<file path="config.mk">
export PLATFORM = sky130hd
export DESIGN_NAME = simple_alu_flat
export DESIGN_NICKNAME = d
export VERILOG_FILES = /design/src/rtl/simple_alu_if.sv /design/src/rtl/simple_alu.sv /design/src/flat_wrapper.sv
export SDC_FILE = /design/constraint.sdc
export NUM_CORES = 1
export LEC_CHECK = 0
export BUFFER_PORTS_ARGS = -buffer_cell sky130_fd_sc_hd__buf_4
export CORE_UTILIZATION = 65
export DETAILED_ROUTE_END_ITERATION = 6
export GPL_TIMING_DRIVEN = 0
export PLACE_DENSITY = 0.85
export SETUP_SLACK_MARGIN = 0.1
export SYNTH_ARGS = -nofsm -noshare
export SYNTH_HDL_FRONTEND = slang
export SYNTH_SLANG_ARGS = --single-unit
</file>
<file path="constraint.sdc">
create_clock -name clk -period 10.4 [get_ports clk]
set_input_delay 0.52 -clock clk [delete_from_list [all_inputs] [get_ports clk]]
set_output_delay 0.52 -clock clk [all_outputs]
set_load 0.02 [all_outputs]
</file>
<file path="src/rtl/simple_alu_if.sv">
// Operand/result bundle between the register-file read ports and the ALU.
interface simple_alu_if #(
    parameter int unsigned DATA_WIDTH = 32,
    parameter int unsigned OP_WIDTH   = 3
);
    logic [OP_WIDTH-1:0]   op;
    logic [DATA_WIDTH-1:0] in1;
    logic [DATA_WIDTH-1:0] in2;
    logic [DATA_WIDTH-1:0] out_alu;
    logic                  zero;
    logic                  ovf;

    modport master (
        output op, in1, in2,
        input  out_alu, zero, ovf
    );

    modport slave (
        input  op, in1, in2,
        output out_alu, zero, ovf
    );
endinterface

</file>
<file path="src/rtl/simple_alu.sv">
// Signed integer ALU: eight ops selected by a 3-bit opcode.
// Result, zero and overflow flags are registered one clock after sampling.
module simple_alu #(
    parameter int unsigned DATA_WIDTH = 32,
    parameter int unsigned OP_WIDTH   = 3
) (
    input  logic         clk,
    input  logic         rst,
    simple_alu_if.slave  bus
);
    localparam int unsigned HW  = DATA_WIDTH / 2;
    localparam int unsigned MSB = DATA_WIDTH - 1;

    typedef enum logic [2:0] {
        OP_ADD = 3'b000,
        OP_SUB = 3'b001,
        OP_EQ  = 3'b010,
        OP_GT  = 3'b011,
        OP_MUL = 3'b100,
        OP_NOT = 3'b101,
        OP_AND = 3'b110,
        OP_OR  = 3'b111
    } alu_op_e;

    alu_op_e                       w_op;
    logic signed [DATA_WIDTH-1:0]  w_a;
    logic signed [DATA_WIDTH-1:0]  w_b;
    logic signed [DATA_WIDTH-1:0]  w_sum;
    logic signed [DATA_WIDTH-1:0]  w_diff;
    logic signed [DATA_WIDTH-1:0]  w_prod;
    logic signed [DATA_WIDTH-1:0]  w_a_ext;
    logic signed [DATA_WIDTH-1:0]  w_b_ext;
    logic        [DATA_WIDTH-1:0]  w_res;
    logic                          w_ovf;

    logic [DATA_WIDTH-1:0] r_out;
    logic                  r_zero;
    logic                  r_ovf;

    // Only the low three opcode bits select an operation.
    assign w_op = alu_op_e'(bus.op[2:0]);
    assign w_a  = bus.in1;
    assign w_b  = bus.in2;

    assign w_sum  = w_a + w_b;
    assign w_diff = w_a - w_b;

    // Half-width signed operands, sign-extended so the full product fits exactly.
    assign w_a_ext = {{HW{w_a[HW-1]}}, w_a[HW-1:0]};
    assign w_b_ext = {{HW{w_b[HW-1]}}, w_b[HW-1:0]};
    assign w_prod  = w_a_ext * w_b_ext;

    always_comb begin
        w_res = '0;
        w_ovf = 1'b0;
        unique case (w_op)
            OP_ADD: begin
                w_res = w_sum;
                w_ovf = (w_a[MSB] == w_b[MSB]) && (w_sum[MSB] != w_a[MSB]);
            end
            OP_SUB: begin
                w_res = w_diff;
                w_ovf = (w_a[MSB] != w_b[MSB]) && (w_diff[MSB] != w_a[MSB]);
            end
            OP_EQ:  w_res = DATA_WIDTH'(w_a == w_b);
            OP_GT:  w_res = DATA_WIDTH'(w_a > w_b);
            OP_MUL: w_res = w_prod;
            OP_NOT: w_res = ~w_a;
            OP_AND: w_res = w_a & w_b;
            OP_OR:  w_res = w_a | w_b;
            default: begin
                w_res = '0;
                w_ovf = 1'b0;
            end
        endcase
    end

    always_ff @(posedge clk) begin
        if (rst) begin
            r_out  <= '0;
            r_zero <= 1'b1;
            r_ovf  <= 1'b0;
        end else begin
            r_out  <= w_res;
            r_zero <= (w_res == '0);
            r_ovf  <= w_ovf;
        end
    end

    assign bus.out_alu = r_out;
    assign bus.zero    = r_zero;
    assign bus.ovf     = r_ovf;
endmodule

</file>
<file path="src/flat_wrapper.sv">
// flat-port wrapper written by rule: the top's interface ports become plain ports
module simple_alu_flat 
#(
    parameter int unsigned DATA_WIDTH = 32,
    parameter int unsigned OP_WIDTH   = 3
)
  (clk, rst, bus_op, bus_in1, bus_in2, bus_out_alu, bus_zero, bus_ovf);
  simple_alu_if #(.DATA_WIDTH(DATA_WIDTH), .OP_WIDTH(OP_WIDTH)) bus_i ();
  input  logic clk;
  input  logic rst;
  input wire logic [$bits(bus_i.op)-1:0] bus_op;
  input wire logic [$bits(bus_i.in1)-1:0] bus_in1;
  input wire logic [$bits(bus_i.in2)-1:0] bus_in2;
  output wire logic [$bits(bus_i.out_alu)-1:0] bus_out_alu;
  output wire logic [$bits(bus_i.zero)-1:0] bus_zero;
  output wire logic [$bits(bus_i.ovf)-1:0] bus_ovf;
  assign bus_i.op = bus_op;
  assign bus_i.in1 = bus_in1;
  assign bus_i.in2 = bus_in2;
  assign bus_out_alu = bus_i.out_alu;
  assign bus_zero = bus_i.zero;
  assign bus_ovf = bus_i.ovf;
  simple_alu #(.DATA_WIDTH(DATA_WIDTH), .OP_WIDTH(OP_WIDTH)) u_core (.clk(clk), .rst(rst), .bus(bus_i));
endmodule
</file>
==> results of run 1 <==
final timing paths:
kind	endpoint	slack [ns]	depth (start not counted)	startpoint
worst max-delay path	u_core.bus.zero	1.61	24	bus_in2[3]
worst min-delay path	u_core.bus.out_alu[31]	0.43	2	rst
kinds of logic (layout without fill, tap and decap cells):
| group | after synthesis | count (layout) |
|---|---|---|
| flops | 34 | 34 |
| fa+ha+maj | 443 | 443 |
| compound gates | 416 | 416 |
| mux | 41 | 41 |
| buf+inv | 495 | 603 |
| simple gates | 622 | 622 |
| xor+xnor | 50 | 50 |
cell usage in the layout, fill, tap and decap left out, drive strengths merged, types with 16 or more instances in the layout:
cell type,Yosys,layout
mux2i,36,36
nor2b,18,18
ha,179,179
a21oi,97,97
nand3,31,31
nor2,237,237
nor4,18,18
nor3,40,40
buf,35,136
o21ai,72,72
fa,264,264
clkbuf,63,68
nand2,187,187
inv,386,386
a211oi,22,22
and3,16,16
dfxtp,34,34
a22oi,17,17
o31ai,16,16
a21o,21,21
xnor2,39,39
flip-flops by register name (all words and copies together), names as in the netlist:
register / count
u_core.bus.out_alu: 32
u_core.bus.ovf: 1
u_core.bus.zero: 1
stage by stage:
| step | hold WS (ns) | area, sq um | cells | utilization, % |
|---|---|---|---|---|
| floorplan | 0.588 | 16900 | 2101 | - |
| finish | 0.428 | 18200 | 2539 | 71.8 |
| detailed placement | 0.716 | 18100 | 2532 | 71.3 |
| global placement | 0.719 | 18100 | 2532 | 71.3 |
| global route | 0.434 | 18200 | 2539 | 71.8 |
| CTS | 0.429 | 18200 | 2539 | 71.8 |
layer usage:
layer	share of wire, %	GRT usage, %
met1	36	58.4
met2	43	72.3
met3	13	13.9
met4	8.0	32.3
met5	0.031	0
cell type report:
cell class | instances | area, sq um | area share [%]
Inverter | 397 | 1490 | 8.17
Clock buffer | 5 | 125 | 0.686
Sequential cell | 34 | 681 | 3.73
Buffer | 98 | 523 | 2.87
Clock inverter | 2 | 10.0 | 0.0549
Timing Repair Buffer | 101 | 758 | 4.16
Tap cell | 330 | 413 | 2.26
Multi-Input combinational cell | 1572 | 14200 | 78.1
worst max-delay path: cells and delay by family:
| kind | cells | cell delay, ns |
|---|---|---|
| compound gates | 7 | 1.90 |
| simple gates | 4 | 0.94 |
| fa+ha+maj | 7 | 3.89 |
| buf+inv | 6 | 1.68 |
==> impl_metrics.csv, run 1 <==
group,metric,value,unit
outcome,status,"complete, but fails checks",
outcome,failed_checks,"DRC",
synth,ys.warnings.count,0,
route,starting_drc_count_in_detailed_routing,2105,
floorplan,initial_utilization,66.7,%
cts,postCtsResizedCells,0,
grt,grt_pass1_vias,16800,
timing,worst_slew_pin_slew,1.21,ns
placement,dpl_worst_slack,1.65,ns
cts,tritoncts_clock_tree,"yes",
timing,timing.slew.headroom,19.3,%
grt,grt_util_all_layers,47.6,%
route,drc_errors,2,
synth,yosys.cell_count.top_type,"sky130_fd_sc_hd__inv_1",
floorplan,die_x,163,microns
synth,synth_fp_nets,2613,
timing,timing.fmax,114,MHz
placement,io_buffers,101,
synth,synth_simple_gate_area_share,16.9,%
synth,synth_seq_area_share,4.02,%
synth,cells_after_synthesis,2101,
route,drt_first_pass_iters,7,
finish,post_route_cells_drive_above_1_share,9.51,%
route,routed_wire_length_per_instance,24.4,microns
critical_path,critical_path_class,"input port to flip-flop",
grt,grt_overflow_total,0,
synth,synth_cell_type_count,113,
timing,finalCritPeriodShare,84.5,%
synth,synth_top_family_by_area,"adder cells",
route,routed_wirelength,61900,microns
grt,maximum_number_of_pins_on_one_net_before_global_route_repair,13,
flow_run,drv_cap,0,
grt,number_of_antenna_violations_at_the_first_check_in_global_routing,1,
critical_path,critical_path.max_fanout,9,
floorplan,fp-row-count,58,
synth,netlist_area,0.0169,sq mm
synth,asyncSetResetFlopFracSynth,0,%
cts,cts.htree.levels,2,
cts,clockBufferDepth,2,
cts,root_buffer,"sky130_fd_sc_hd__clkbuf_16",
route,routed-via-count,16700,
synth,synth_edf_count,0,
floorplan,placeableCoreArea,0.0254,sq mm
synth,synth_top_area_share,31.2,%
timing,final.min_clock_period,8.79,ns
synth,syn_area_cell,8.06,sq um
timing,setup_slack,1.61,ns
critical_path,arr_time_crit_path,8.95,ns
synth,postSynth.topFlopCell,"sky130_fd_sc_hd__dfxtp_1",
placement,globalplace.congestion,1.03,
placement,hpwlAfterDp,50000,microns
cts,cts_inserted_buffers,5,
synth,post_synth_mux_area_share,2.48,%
timing,timing_max_transition_violations_final,0,
critical_path,endpoint_kind,"flip-flop",
finish,fill_cells,2079,
cts,cts.hold.buffers_added,0,
floorplan,boundaryPins,103,
timing,finalSetupViolCount,0,
critical_path,crit_required,10.56,ns
synth,synthAdderAreaFrac,44.4,%
route,detail-route-antenna-nets,0,
floorplan,chipHeight,163,microns
timing,final_hold_viol_count,0,
critical_path,critPathSlowestCell,"sky130_fd_sc_hd__fa_1",
finish,insertedDiodeCount,0,
synth,synthTopCellsByArea,"sky130_fd_sc_hd__fa_1 (31%), sky130_fd_sc_hd__ha_1 (13%), sky130_fd_sc_hd__inv_1 (8.4%), sky130_fd_sc_hd__nor2_1 (5.2%), sky130_fd_sc_hd__nand2_1 (4.1%)",
critical_path,startpoint_type,"input port",
critical_path,crit_top_cell,"sky130_fd_sc_hd__fa_1",
worst_hold_path,min_path_type,"input port to flip-flop",
route,route.detailed.vias_per_inst,6.58,
grt,grt_first_pass_wirelength,93900,microns
timing,timing.setup.tns,0,ns
timing,rsz0062_at_grt,"no",
cts,worst_setup_hold_path_clk_slew,0.06,ns
synth,ys_seq_elements,34,
critical_path,timing.critical_path.cells,"buf_4, clkbuf_1, clkinv_1, nor2_1, fa_1, fa_1, fa_1, fa_1, fa_1, inv_1, fa_1, inv_1, ha_1, clkbuf_1, nand3_1, a211o_1, a21o_1, a311o_1, o21a_1, o21ai_1, and4bb_1, a211oi_2, nand2b_1, o41ai_2",
synth,synth-xor-area-share,2.58,%
cts,clock_sink_count,34,
synth,yosys.area.top_type,"sky130_fd_sc_hd__fa_1",
critical_path,crit_path_max_incr_delay,0.97,ns
cts,post_cts_buffers,0,
synth,fraction_of_the_mapped_netlist_area_in_compound_gates,17.7,%
synth,synth_commonest_cells,"sky130_fd_sc_hd__inv_1 (381), sky130_fd_sc_hd__fa_1 (264), sky130_fd_sc_hd__nor2_1 (236)",
finish,area_growth,7.71,%
finish,fin_nets,2721,
floorplan,design.die.area,0.0267,sq mm
Power of run 1 is left out: the tool's default activity adds up to more than one toggle a clock period on the data nets, which glitch-free logic cannot reach.
==> inputs of run 2 (changes only) <==
CORE_UTILIZATION = 59   (was 65)
PLACE_DENSITY = 0.82   (was 0.85)
clock period = 7.2 ns   (was 10.4 ns; I/O delays follow)
==> impl_metrics.csv, run 2 (same netlist as run 1, synthesis figures left out) <==
group,metric,value,unit
critical_path,critical_path_class,"input port to flip-flop",
cts,clock_sink_count,34,
timing,timing.fmax,145,MHz
grt,maximum_number_of_pins_on_one_net_before_global_route_repair,14,
route,route.detailed.vias_per_inst,6.35,
placement,globalplace.congestion,1.02,
route,drc_errors,0,
outcome,status,"complete, no violations",
timing,timing.slew.headroom,38.1,%
route,detail-route-antenna-nets,0,
finish,final_cell_mix,"sky130_fd_sc_hd__inv_1 (373), sky130_fd_sc_hd__fa_1 (261), sky130_fd_sc_hd__nor2_1 (234), sky130_fd_sc_hd__nand2_1 (187), sky130_fd_sc_hd__ha_1 (173)",
grt,grt_first_pass_wirelength,96100,microns
grt,number_of_antenna_violations_at_the_first_check_in_global_routing,5,
critical_path,endpoint_kind,"flip-flop",
placement,hpwlAfterDp,50800,microns
finish,fill_cells,2378,
critical_path,critPathSlowestCell,"sky130_fd_sc_hd__fa_1",
route,drt_first_pass_iters,6,
critical_path,startpoint_type,"input port",
grt,grt_util_all_layers,44.3,%
route,routed_wire_length_per_instance,24.1,microns
timing,finalSetupViolCount,0,
critical_path,arr_time_crit_path,7.11,ns
finish,most_common_library_cell_in_the_layout_ignoring_fill_and_taps,"sky130_fd_sc_hd__inv_1",
floorplan,fp-row-count,61,
cts,cts_inserted_buffers,5,
worst_hold_path,min_path_type,"input port to flip-flop",
route,routed-via-count,16500,
cts,clockBufferDepth,2,
timing,worst_slew_pin_slew,0.928,ns
timing,final.min_clock_period,6.92,ns
cts,tritoncts_clock_tree,"yes",
grt,grt_overflow_total,0,
timing,finalCritPeriodShare,96.1,%
timing,rsz0062_at_grt,"no",
floorplan,chipHeight,171,microns
critical_path,crit_required,7.39,ns
finish,finalCoreUtilization,67.1,%
floorplan,design.die.area,0.0294,sq mm
floorplan,placeableCoreArea,0.0280,sq mm
cts,cts.htree.levels,2,
finish,largest_reg_flops,32,
finish,area_growth,11.0,%
placement,io_buffers,101,
cts,root_buffer,"sky130_fd_sc_hd__clkbuf_16",
critical_path,critical_path.max_fanout,13,
route,routed_wirelength,62700,microns
cts,worst_setup_hold_path_clk_slew,0.06,ns
route,starting_drc_count_in_detailed_routing,1684,
floorplan,initial_utilization,60.5,%
critical_path,crit_path_max_incr_delay,0.53,ns
critical_path,crit_top_cell,"sky130_fd_sc_hd__fa_1",
finish,post_route_cells_drive_above_1_share,13.8,%
finish,fin_nets,2736,
floorplan,boundaryPins,103,
timing,final_hold_viol_count,0,
flow_run,drv_cap,0,
grt,grt_pass1_vias,16700,
timing,timing_max_transition_violations_final,0,
floorplan,die_x,171,microns
==> run 2: cell types whose count changed in the layout (fill, tap and decap cells not counted), sizes merged <==
cell | before | now
clkbuf | 68 | 53
bufinv | 0 | 1
clkinv | 13 | 3
clkinvlp | 0 | 10
diode | 0 | 1
buf | 136 | 166
==> run 2: final timing paths <==
kind        start                     end  slack (ns)  cells past startpoint
max   bus_in1[10]         u_core.bus.zero        0.28                     25
min           rst  u_core.bus.out_alu[31]        0.27                      2
==> run 2: area by class of cell <==
type                            instances  area (sq um)  area share [%]
Antenna cell                            1          2.50          0.0133
Inverter                              397          1550            8.25
Clock buffer                            5           125           0.665
Multi-Input combinational cell       1572         14400            76.7
Sequential cell                        34           681            3.62
Timing Repair Buffer                  128           965            5.13
Tap cell                              378           473            2.52
Buffer                                 86           548            2.91
Clock inverter                          3          45.0           0.240
==> run 2: stage by stage <==
| stage | area, sq um | std cells | TNS (ns) | hold WS [ns] | setup WS [ns] |
|---|---|---|---|---|---|
| 6_report | 18800 | 2604 | 0 | 0.273 | 0.283 |
| 5_1_grt | 18800 | 2603 | 0 | 0.275 | 0.0487 |
| 4_1_cts | 18400 | 2581 | 0 | 0.260 | 0.100 |
| 3_5_place_dp | 18200 | 2580 | -7.94 | 0.553 | -1.36 |
| 3_3_place_gp | 18200 | 2580 | -6.79 | 0.558 | -1.22 |
| 2_1_floorplan | 16900 | 2101 | 0 | 0.428 | 0.429 |
==> run 2: repair_timing <==
item,in CTS,in global routing
resized for setup,46,64
buffers inserted,4,23
endpoints found under the setup margin,14,4
pin swaps,1,7
hold buffers,0,0
hold endpoints to repair,0,0
==> run 2: per-layer routing <==
metal | vias to the layer above | wire length (microns) | track usage [%]
met1 | 7973 | 23200 | 55.9
met2 | 1129 | 27400 | 67.6
met5 | - | 42 | 0
met3 | 279 | 7570 | 12.2
li1 | 7151 | - | -
met4 | 6 | 4450 | 26.4
==> run 2: critical path: cells and delay by family <==
kind | cells | cell delay, ns
compound gates | 10 | 2.19
simple gates | 1 | 0.18
fa+ha+maj | 7 | 3.25
mux | 1 | 0.33
buf+inv | 6 | 0.79
Power of run 2 is left out for the same reason.
==> inputs of run 3 (changes only) <==
CORE_MARGIN = 2   (was not set)
==> impl_metrics.csv, run 3 (same netlist as run 1, synthesis figures left out) <==
group,metric,value,unit
grt,grt_util_all_layers,40.9,%
cts,cts.htree.levels,2,
floorplan,chipHeight,173,microns
timing,timing.slew.headroom,40.7,%
cts,worst_setup_hold_path_clk_slew,0.06,ns
timing,rsz0062_at_grt,"no",
cts,clock_sink_count,34,
grt,maximum_number_of_pins_on_one_net_before_global_route_repair,14,
flow_run,drv_cap,0,
floorplan,die_x,173,microns
critical_path,cp-startpoint,"bus_in1[5]",
placement,io_buffers,101,
timing,final.min_clock_period,6.90,ns
grt,grt_first_pass_wirelength,94200,microns
critical_path,crit_path_max_incr_delay,0.54,ns
placement,dpl_worst_slack,-1.31,ns
floorplan,design.die.area,0.0301,sq mm
route,routed_wire_length_per_instance,23.4,microns
finish,insertedDiodeCount,0,
finish,largest_reg_flops,32,
finish,final_cell_mix,"sky130_fd_sc_hd__inv_1 (376), sky130_fd_sc_hd__fa_1 (262), sky130_fd_sc_hd__nor2_1 (234), sky130_fd_sc_hd__nand2_1 (187), sky130_fd_sc_hd__ha_1 (178)",
timing,hold-worst-slack,0.271,ns
critical_path,arr_time_crit_path,7.10,ns
timing,setup_slack,0.299,ns
cts,cts.hold.buffers_added,0,
worst_hold_path,worstHoldPathCells,2,
critical_path,startpoint_type,"input port",
floorplan,placeableCoreArea,0.0285,sq mm
critical_path,critical_path_class,"input port to flip-flop",
worst_hold_path,min_delay_worst_endpoint,"u_core.bus.out_alu[31]",
route,detail-route-antenna-nets,0,
timing,worst_slew_pin_slew,0.889,ns
timing,finalSetupViolCount,0,
critical_path,critical_path.max_fanout,9,
finish,fin_nets,2726,
finish,finalCoreUtilization,65.5,%
cts,cts_inserted_buffers,5,
timing,finalCritPeriodShare,95.8,%
critical_path,critPathSlowestCell,"sky130_fd_sc_hd__fa_1",
cts,tritoncts_clock_tree,"yes",
grt,grt_pass1_vias,16600,
cts,clockBufferDepth,2,
worst_hold_path,launch_instance_of_the_worst_min_delay_path,"rst",
grt,grt_overflow_total,0,
outcome,status,"complete, no violations",
timing,timing_max_transition_violations_final,0,
placement,hpwlAfterDp,50100,microns
route,routed_wirelength,60800,microns
route,drc_errors,0,
finish,post_route_cells_drive_above_1_share,12.7,%
timing,timing.fmax,145,MHz
critical_path,crit_top_cell,"sky130_fd_sc_hd__fa_1",
worst_hold_path,min_path_type,"input port to flip-flop",
floorplan,initial_utilization,59.5,%
floorplan,fp-row-count,62,
grt,number_of_antenna_violations_at_the_first_check_in_global_routing,0,
cts,root_buffer,"sky130_fd_sc_hd__clkbuf_16",
finish,most_common_library_cell_in_the_layout_ignoring_fill_and_taps,"sky130_fd_sc_hd__inv_1",
timing,final_hold_viol_count,0,
route,starting_drc_count_in_detailed_routing,1766,
critical_path,endpoint_kind,"flip-flop",
floorplan,boundaryPins,103,
route,route.detailed.vias_per_inst,6.28,
route,routed-via-count,16300,
route,drt_first_pass_iters,6,
placement,globalplace.congestion,1.02,
critical_path,crit_required,7.40,ns
finish,area_growth,10.1,%
## run 3: changes by cell type in the layout (fill, tap and decap cells not counted), moves of 2 or more
| cell | change |
|---|---|
| sky130_fd_sc_hd__clkinvlp_4 | -5 |
| sky130_fd_sc_hd__buf_8 | -2 |
| sky130_fd_sc_hd__clkbuf_2 | -2 |
| sky130_fd_sc_hd__ha_1 | +5 |
| sky130_fd_sc_hd__ha_2 | -4 |
| sky130_fd_sc_hd__buf_4 | -6 |
| sky130_fd_sc_hd__clkinv_4 | +4 |
| sky130_fd_sc_hd__inv_1 | +3 |
| sky130_fd_sc_hd__clkinv_2 | +3 |
| sky130_fd_sc_hd__inv_4 | -3 |
| sky130_fd_sc_hd__inv_6 | -2 |
## run 3: through the flow
stage / area (sq um) / instances / TNS [ns]
2_1_floorplan: 16900 / 2101 / 0
3_3_place_gp: 18200 / 2586 / -7.40
3_5_place_dp: 18200 / 2586 / -7.92
4_1_cts: 18400 / 2588 / 0
5_1_grt: 18700 / 2599 / 0
6_report: 18700 / 2599 / 0
## run 3: worst max path at each step
| stage | endpoint | depth (start not counted) |
|---|---|---|
| after CTS | u_core.bus.zero | 25 |
| after floorplan | u_core.bus.zero | 23 |
| after global routing | u_core.bus.zero | 27 |
| final | u_core.bus.zero | 26 |
| after global placement | u_core.bus.zero | 26 |
| after detailed placement | u_core.bus.zero | 26 |
## run 3: final cells by class
cell class | instances | area, sq um
multi-input combinational | 1572 | 14400
fill | 2462 | 9820
inverter | 397 | 1540
timing repair buffer | 118 | 886
sequential | 34 | 681
buffer | 86 | 536
tap | 384 | 480
clock buffer | 5 | 125
clock inverter | 3 | 40.0
## run 3: timing repair
item,4_1_cts,5_1_grt
pin swaps,1,6
gates resized for setup,42,51
setup endpoints to repair,13,3
setup buffers,4,13
## run 3: per-layer routing
layer	vias to the layer above	track usage, %	wire length, microns
met5	-	0	0
met2	1004	64.2	27400
met1	7915	53.3	23200
met4	0	22.8	4070
met3	284	8.29	6130
li1	7118	-	-
## run 3: critical path, delay by kind of cell
family	cells	cell delay [ns]
buf+inv	7	0.90
fa+ha+maj	7	3.24
simple gates	3	0.42
compound gates	8	1.95
xor+xnor	1	0.19
Power of run 3 is left out for the same reason.
